## src/rtl/comparator_pkg.sv

```systemverilog
// Shared types and helpers for the comparator BIST slice.
// State encoding, flag bit positions and the golden compare function.
package comparator_pkg;

  typedef enum logic [1:0] {
    IDLE,
    RUN,
    DONE
  } state_t;

  localparam int LT_IDX = 2;
  localparam int GT_IDX = 1;
  localparam int EQ_IDX = 0;

  function automatic logic [2:0] cmp_flags(
    input int unsigned a,
    input int unsigned b
  );
    logic [2:0] f;
    f         = '0;
    f[LT_IDX] = (a < b);
    f[GT_IDX] = (a > b);
    f[EQ_IDX] = (a == b);
    return f;
  endfunction

endpackage

```

## src/rtl/comparator_ref_model.sv

```systemverilog
// Combinational golden model of an unsigned N-bit magnitude comparator.
// Flags are packed {Lesser,Greater,Equal}.
module comparator_ref_model
  import comparator_pkg::*;
#(
  parameter int N = 3
) (
  input  logic [N-1:0] a,
  input  logic [N-1:0] b,
  output logic [2:0]   flags
);

  assign flags = cmp_flags(32'(a), 32'(b));

endmodule

```

## src/rtl/comparator_bist.sv

```systemverilog
// Exhaustive-sweep BIST controller for comparator_nbit.
// Drives A/B, checks returned flags, records error count and first failure.
module comparator_bist
  import comparator_pkg::*;
#(
  parameter int N = 3
) (
  input  logic         clk,
  input  logic         rst_n,
  input  logic         start,
  input  logic         abort,
  output logic [N-1:0] A,
  output logic [N-1:0] B,
  input  logic         Lesser,
  input  logic         Greater,
  input  logic         Equal,
  output logic         busy,
  output logic         done,
  output logic         pass,
  output logic [2*N:0] err_count,
  output logic         fail_valid,
  output logic [N-1:0] fail_a,
  output logic [N-1:0] fail_b,
  output logic [2:0]   fail_flags
);

  localparam logic [N-1:0] OP_ONE  = {{(N-1){1'b0}}, 1'b1};
  localparam logic [2*N:0] ERR_ONE = {{(2*N){1'b0}}, 1'b1};

  state_t     state;
  state_t     state_n;
  logic [2:0] exp_flags;
  logic [2:0] obs_flags;
  logic       mism;
  logic       last;
  logic       launch;
  logic       check;

  comparator_ref_model #(
    .N(N)
  ) u_ref (
    .a    (A),
    .b    (B),
    .flags(exp_flags)
  );

  assign obs_flags = {Lesser, Greater, Equal};
  assign mism      = (obs_flags != exp_flags);
  assign last      = (&A) & (&B);
  assign launch    = start & ((state == IDLE) | (state == DONE));
  assign check     = (state == RUN) & ~abort;

  assign busy = (state == RUN);
  assign done = (state == DONE);
  assign pass = done & (err_count == '0);

  always_ff @(posedge clk or negedge rst_n) begin
    if (!rst_n) state <= IDLE;
    else        state <= state_n;
  end

  always_comb begin
    state_n = state;
    unique case (state)
      IDLE: if (start) state_n = RUN;
      RUN: begin
        if (abort)     state_n = IDLE;
        else if (last) state_n = DONE;
      end
      DONE: if (start) state_n = RUN;
      default: state_n = IDLE;
    endcase
  end

  // B is the inner loop, A the outer; both hold on the final vector.
  always_ff @(posedge clk or negedge rst_n) begin
    if (!rst_n) begin
      A          <= '0;
      B          <= '0;
      err_count  <= '0;
      fail_valid <= 1'b0;
      fail_a     <= '0;
      fail_b     <= '0;
      fail_flags <= '0;
    end else if (launch) begin
      A          <= '0;
      B          <= '0;
      err_count  <= '0;
      fail_valid <= 1'b0;
      fail_a     <= '0;
      fail_b     <= '0;
      fail_flags <= '0;
    end else if (check) begin
      if (mism) begin
        err_count <= err_count + ERR_ONE;
        if (!fail_valid) begin
          fail_valid <= 1'b1;
          fail_a     <= A;
          fail_b     <= B;
          fail_flags <= obs_flags;
        end
      end
      if (!last) begin
        if (&B) begin
          B <= '0;
          A <= A + OP_ONE;
        end else begin
          B <= B + OP_ONE;
        end
      end
    end
  end

endmodule
```

## config.mk

```make
export PLATFORM = sky130hd
export DESIGN_NAME = comparator_bist
export DESIGN_NICKNAME = d
export VERILOG_FILES = /design/src/rtl/comparator_pkg.sv /design/src/rtl/comparator_ref_model.sv /design/src/rtl/comparator_bist.sv
export SDC_FILE = /design/constraint.sdc
export NUM_CORES = 1
export LEC_CHECK = 0
export CORE_MARGIN = 2
export CORE_UTILIZATION = 30
export DETAILED_ROUTE_END_ITERATION = 10
export DONT_BUFFER_PORTS = 1
export GPL_TIMING_DRIVEN = 1
export PLACE_DENSITY = 0.51
export SYNTH_ARGS = -nofsm -noshare
export SYNTH_HDL_FRONTEND = slang
export SYNTH_SLANG_ARGS = --single-unit
```

## constraint.sdc

```tcl
create_clock -name clk -period 6.5 [get_ports clk]
set_clock_uncertainty 0.1 [all_clocks]
set_input_delay 1.3 -clock clk [delete_from_list [all_inputs] [get_ports clk]]
set_output_delay 1.3 -clock clk [all_outputs]
set_load 0.05 [all_outputs]
```

==> results of run 1 <==
-- worst register-to-register path: cells and delay by family, from the launching register on --
family                     cells  cell delay [ns]
AOI/OAI and AO/OA              4             1.05
DFF                            1             0.69
and+or+nand+nor                1             0.46
adders and majority gates      1             0.36
buffers and inverters          1             0.16
-- report_power, final --
group / total, mW / switching (mW) / internal [mW] / leakage (nW)
Sequential: 0.251 / 0.0798 / 0.171 / 0.340
Clock: 0.0921 / 0.0483 / 0.0438 / 0.0228
Combinational: 0.0821 / 0.0489 / 0.0332 / 0.362
Total: 0.425 / 0.177 / 0.248 / 0.724
-- state kept, by name, summed over array words and instances (netlist names) --
register and count:
fail_flags 3, state 2, B 3, err_count 7, A 3, fail_b 3
fail_valid 1, fail_a 3
-- routing by layer --
metal | GRT usage | vias up | wire length [µm]
met3 | 0.0470 | 6 | 250
li1 | - | 486 | -
met5 | 0 | - | 0
met4 | 0.0432 | 0 | 40
met2 | 0.224 | 25 | 1550
met1 | 0.156 | 495 | 1310
-- synth_stat cells (all sizes together), types with 2 or more instances --
library cell / count / area, µm²
a21oi: 5 / 25.0
a31oi: 2 / 12.5
and3: 2 / 12.5
buf: 4 / 38.8
clkbuf: 3 / 11.3
dfrtp: 25 / 626
ha: 9 / 113
inv: 11 / 41.3
mux2i: 13 / 130
nand2: 19 / 71.3
nand2b: 3 / 18.8
nand3: 6 / 30.0
nand4: 5 / 31.3
nor2: 6 / 22.5
nor2b: 2 / 12.5
nor4: 3 / 48.8
o311ai: 4 / 35.0
o41ai: 3 / 26.3
-- cells by family (layout without fill, tap and decap cells) --
| group | Yosys count | count (layout) |
|---|---|---|
| AND/OR/NAND/NOR | 51 | 51 |
| flip-flops | 25 | 25 |
| AO/OA/AOI/OAI | 20 | 20 |
| buffers and inverters | 18 | 16 |
| multiplexers | 13 | 13 |
| adder cells (fa/ha/maj) | 9 | 9 |
| XOR/XNOR | 1 | 1 |
-- layout by cell type, fill, tap and decap left out, types with 2 or more instances in the layout --
cell / netlist / routed
sky130_fd_sc_hd__a21oi_1: 5 / 5
sky130_fd_sc_hd__a31oi_1: 2 / 2
sky130_fd_sc_hd__and3_1: 2 / 2
sky130_fd_sc_hd__clkbuf_8: 0 / 3
sky130_fd_sc_hd__dfrtp_1: 25 / 25
sky130_fd_sc_hd__ha_1: 9 / 9
sky130_fd_sc_hd__inv_1: 11 / 11
sky130_fd_sc_hd__mux2i_1: 13 / 13
sky130_fd_sc_hd__nand2_1: 19 / 19
sky130_fd_sc_hd__nand2b_1: 3 / 3
sky130_fd_sc_hd__nand3_1: 6 / 6
sky130_fd_sc_hd__nand4_1: 5 / 5
sky130_fd_sc_hd__nor2_1: 6 / 6
sky130_fd_sc_hd__nor2b_1: 2 / 2
sky130_fd_sc_hd__nor4_4: 2 / 2
sky130_fd_sc_hd__o311ai_1: 4 / 4
sky130_fd_sc_hd__o41ai_1: 3 / 3
-- worst max-delay path by stage --
stage	endpoint	slack, ns
after detailed placement	pass	3.25
after global placement	pass	3.28
after CTS	pass	2.94
after global routing	pass	2.82
after floorplan	pass	2.23
final	pass	2.97
-- area by class of cell --
type                            count  area [µm²]
Timing Repair Buffer                1        7.51
Tap cell                           52        65.1
Multi-Input combinational cell     94         706
Fill cell                         461        2950
Sequential cell                    25         626
Inverter                           11        41.3
Clock buffer                        4        45.0
-- stage by stage --
stage	util	instance area [µm²]	hold WS [ns]	power, mW
6_report	0.335	1490	0.560	0.425
5_1_grt	0.335	1490	0.597	0.452
4_1_cts	0.335	1490	0.575	0.432
3_5_place_dp	0.325	1450	0.552	0.339
3_3_place_gp	0.325	1450	0.531	0.335
2_1_floorplan	-	1420	0.468	0.322
==> impl_metrics.ini, run 1 <==
[clock_tree]
cts_hold_buf = 0
cts-buffers-inserted = 3
clk_latency_ns = 0.27
clock_path_buffers = 2
clock_tree_from_tritoncts = done
cts-root-buf = sky130_fd_sc_hd__clkbuf_8
cts.sink_count = 25
path_clk_slew_ns = 0.09
post_cts.repair.setup_buffers = 0
cts_htree_levels = 1
cts.repair.resized = 0

[setup_path]
r2r-end = fail_flags[1]
critical_path_arrival_ns = 2.13
critical_path_peak_fanout = 6
timing.critical_path.buf_inv = 2
cp-end-kind = output pin
crit_chain = inv_1 > ha_1 > or4b_2 > nor4_2 > buf_4
crit_cells = 5
timing.critical_path.slowest_cell_delay_ns = 0.61
r2r.worst_path.cells = 7
crit_required_ns = 5.10
path_class = reg -> out
critical_path.top_delay_family = simple AND/OR/NAND/NOR gates
rr_startpoint = B[2]
critical_path.slowest_cell = sky130_fd_sc_hd__dfrtp_1
critical_path.startpoint_type = flip-flop
crit_path_start = err_count[0]
r2r_slack_ns = 3.56

[finish]
post_route_cells_drive_above_1_share = 0.0741
n_antenna_cell = 0
stdcell_count = 187
layout-area-overhead-vs-synth_pct = 5.21
layout.nets = 152

[drt]
detailedRoute.firstPassIterationCount = 4
postRouteAntennaNets = 0
initialDrtViolationCount = 36
totalWireLength_mm = 3.15
drc_errors = 0
routed-via-count = 1012
routedWlPerCell_um = 16.8
detail_route.vias_per_cell = 5.41

[global_route]
antenna_found_initial = 0
global_route_wire_length_before_repair_mm = 5.40
gr-usage-all-layers = 0.132
grt_start_max_net_pins = 26
grt-ovfl-total = 0
grt_pass1_vias = 1096

[place]
pre_cts_setup_slack_ns = 3.25
port-buffer-count = 0
dp_hpwl_mm = 2.37
place.detailed.instances = 183
gp_routability_congestion = 0.763

[logic_synthesis]
synth_xor_area_frac = 0.00618
post_synth_num_cell_types = 32
async_reset_ff_frac = 1.00
synthAdderAreaFrac = 0.0795
netlist_area_um2 = 1420
main_combinational_cell_family_by_area_after_synthesis = simple AND/OR/NAND/NOR gates
synthCells = 137
ys.flop_type = sky130_fd_sc_hd__dfrtp_1
synth_enable_flop_cells = 0
yosysSeqAreaShare = 0.442
postSynthNetCount = 153
syn_area_per_cell_um2 = 10.3
postSynthRegisterBits = 25
ys.warnings.count = 0
synthMuxAreaShare = 0.0919
synth_compound_area_frac = 0.114
synth_simple_gate_area_frac = 0.202

[die]
fp.coreArea_um2 = 4440
die_w_um = 72.7
floorplan.initialDensity = 0.319
std_cell_rows = 24
dieHeight_um = 72.7
design.die.area_um2 = 5290
number_of_top_level_design_ports = 33

[timing]
hold_viol = 0
setup_viol = 0
setup_total_negative_slack_ns = 0
worstMarginPinSlew_ns = 0.704
fmax_ghz = 0.283
final_critical_path_setup_slack_ns = 2.97
period_needed_ns = 3.53
timing.final.max_slew_violations = 0
timing.final.crit_share = 0.543
grt_setup_unrepaired = no
maxSlewHeadroom = 0.530

[job]
max_cap_viol_count = 0

[min_path]
worstHoldPathCells = 2
min-delay-path-class = reg -> reg
min_to = A[1]
hold_start = state[0]

[pwr]
power.static_leakage_nw = 0.724
power_per_cell_area_nw_per_um2 = 285
worst_ir_drop_vdd_mv = 0.0846

[outcome]
status = complete, no violations
(Power assumes the default switching activity.)
==> run 2: changes to the inputs <==
--- a/config.mk
+++ b/config.mk
@@ -10,7 +10,7 @@
 export DETAILED_ROUTE_END_ITERATION = 10
 export DONT_BUFFER_PORTS = 1
 export GPL_TIMING_DRIVEN = 1
-export PLACE_DENSITY = 0.51
+export PLACE_DENSITY = 0.52
 export SYNTH_ARGS = -nofsm -noshare
 export SYNTH_HDL_FRONTEND = slang
 export SYNTH_SLANG_ARGS = --single-unit
==> constraint.sdc (replaced) <==
create_clock -name clk -period 2.85 [get_ports clk]
set_clock_uncertainty 0.1 [all_clocks]
set_input_delay 0.57 -clock clk [delete_from_list [all_inputs] [get_ports clk]]
set_output_delay 0.57 -clock clk [all_outputs]
set_load 0.05 [all_outputs]
==> run 2 against run 1 <==
  * Non-clock buffer count grew 16
  * Register-to-register slack lost 3.0 ns
  * Sequential cell count is the same
  * Count of clock-buffer cells in the layout is the same
  * Die area is the same
  * Cell count grew 8.6%
  * Sequential share of layout area shrank 3.7 points
  * Cell area grew 9.7%
  * Power grew 140%
  * Sequential power grew 92%
  * Worst hold slack lost 0.26 ns
  * Critical endpoint unchanged
  * Largest power group unchanged
  * Highest routed layer unchanged
==> impl_metrics.ini, run 2 (synthesis gave the netlist of run 1 again) <==
[outcome]
status = complete, no violations

[timing]
fmax_ghz = 0.394
timing.final.max_slew_violations = 0
maxSlewHeadroom = 0.532
setup_viol = 0
period_needed_ns = 2.54
setup_total_negative_slack_ns = 0
timing.final.crit_share = 0.890
final_critical_path_setup_slack_ns = 0.314
worstMarginPinSlew_ns = 0.702
grt_setup_unrepaired = no
hold_viol = 0
final.hold.worst_slack_ns = 0.302

[place]
gp_routability_congestion = 0.880
port-buffer-count = 0
post_dp_cell_area_um2 = 1560
place.detailed.instances = 197
pre_cts_setup_slack_ns = 0.568
dp_hpwl_mm = 2.48

[setup_path]
critical_path.startpoint_type = flip-flop
critical_path_arrival_ns = 1.87
crit_required_ns = 2.18
path_class = reg -> out
critical_path_peak_fanout = 2
r2r_slack_ns = 0.53
r2r.worst_path.cells = 7
cp-end-kind = output pin

[clock_tree]
cts_htree_levels = 1
cts-buffers-inserted = 3
clk_latency_ns = 0.27
post_cts.repair.setup_buffers = 0
cts.sink_count = 25
cts-root-buf = sky130_fd_sc_hd__clkbuf_8
clock_path_buffers = 2
path_clk_slew_ns = 0.09
clock_tree_from_tritoncts = done

[finish]
finalInstanceArea_um2 = 1630
post_route_cells_drive_above_1_share = 0.166
stdcell_count = 203
largest_reg_flops = 7
layout.nets = 168
registers.top_by_ff_count = err_count
n_antenna_cell = 0
layout_commonest_cell = sky130_fd_sc_hd__dfrtp_1
layout-area-overhead-vs-synth_pct = 15.4
final_core_utilization = 0.368
layout.cells.most_common_list = 25 x sky130_fd_sc_hd__dfrtp_1, 19 x sky130_fd_sc_hd__nand2_1, 15 x sky130_fd_sc_hd__buf_4

[drt]
detail_route.vias_per_cell = 5.48
detailedRoute.firstPassIterationCount = 4
routed-via-count = 1112
drc_errors = 0
postRouteAntennaNets = 0
routedWlPerCell_um = 16.3
initialDrtViolationCount = 58
totalWireLength_mm = 3.31

[global_route]
grt-ovfl-total = 0
grt_start_max_net_pins = 26
gr-usage-all-layers = 0.139
global_route_wire_length_before_repair_mm = 5.67
antenna_found_initial = 0
grt_pass1_vias = 1169

[die]
dieHeight_um = 72.7
fp.coreArea_um2 = 4440
die_w_um = 72.7
number_of_top_level_design_ports = 33
std_cell_rows = 24
floorplan.initialDensity = 0.319
design.die.area_um2 = 5290

[pwr]
worst_ir_drop_vdd_mv = 0.278
totalPowerFinal_mw = 1.04
power.static_leakage_nw = 0.811
power_per_cell_area_nw_per_um2 = 635

[job]
max_cap_viol_count = 0

[min_path]
worstHoldPathCells = 1
min-delay-path-class = in -> reg
==> run 2: worst paths after layout <==
kind                               from             to
max in group asynchronous         rst_n  fail_flags[1]
setup / recovery           err_count[0]           pass
hold reg to reg                    B[2]      fail_b[2]
setup reg to reg                   B[2]   err_count[0]
hold / removal                    start       state[1]
min in group asynchronous         rst_n   err_count[6]
==> run 2: critical path, stage by stage (launching register included) <==
cell and delay [ns]:
sky130_fd_sc_hd__dfrtp_1 0.39, sky130_fd_sc_hd__inv_1 0.06, sky130_fd_sc_hd__ha_1 0.14, sky130_fd_sc_hd__or4b_2 0.63, sky130_fd_sc_hd__nor4_4 0.15, sky130_fd_sc_hd__buf_4 0.23
==> run 2: timing repair <==
action | CTS | global route
setup endpoints to repair | 0 | 0
resized for setup | 0 | 0
hold endpoints to repair | 25 | 24
hold buffers | 1 | 1
==> run 2: per-layer routing <==
layer	vias up	wire length, µm	GRT usage
met1	533	1370	0.155
met3	6	309	0.0704
met4	0	40	0.0370
li1	523	-	-
met5	-	0	0
met2	50	1590	0.234
==> run 2: layout make-up <==
type | count | area [µm²]
multi-input cells | 94 | 714
clock buffers | 4 | 45.0
flip-flops and latches | 25 | 626
fillers | 461 | 2810
inverters | 11 | 41.3
repair buffers | 17 | 143
well taps | 52 | 65.1
==> run 2: where the power goes <==
part	switching [mW]	internal (mW)	total, mW	leakage, nW
clock network	0.115	0.100	0.215	0.0228
registers	0.0910	0.392	0.483	0.340
logic	0.228	0.111	0.339	0.449
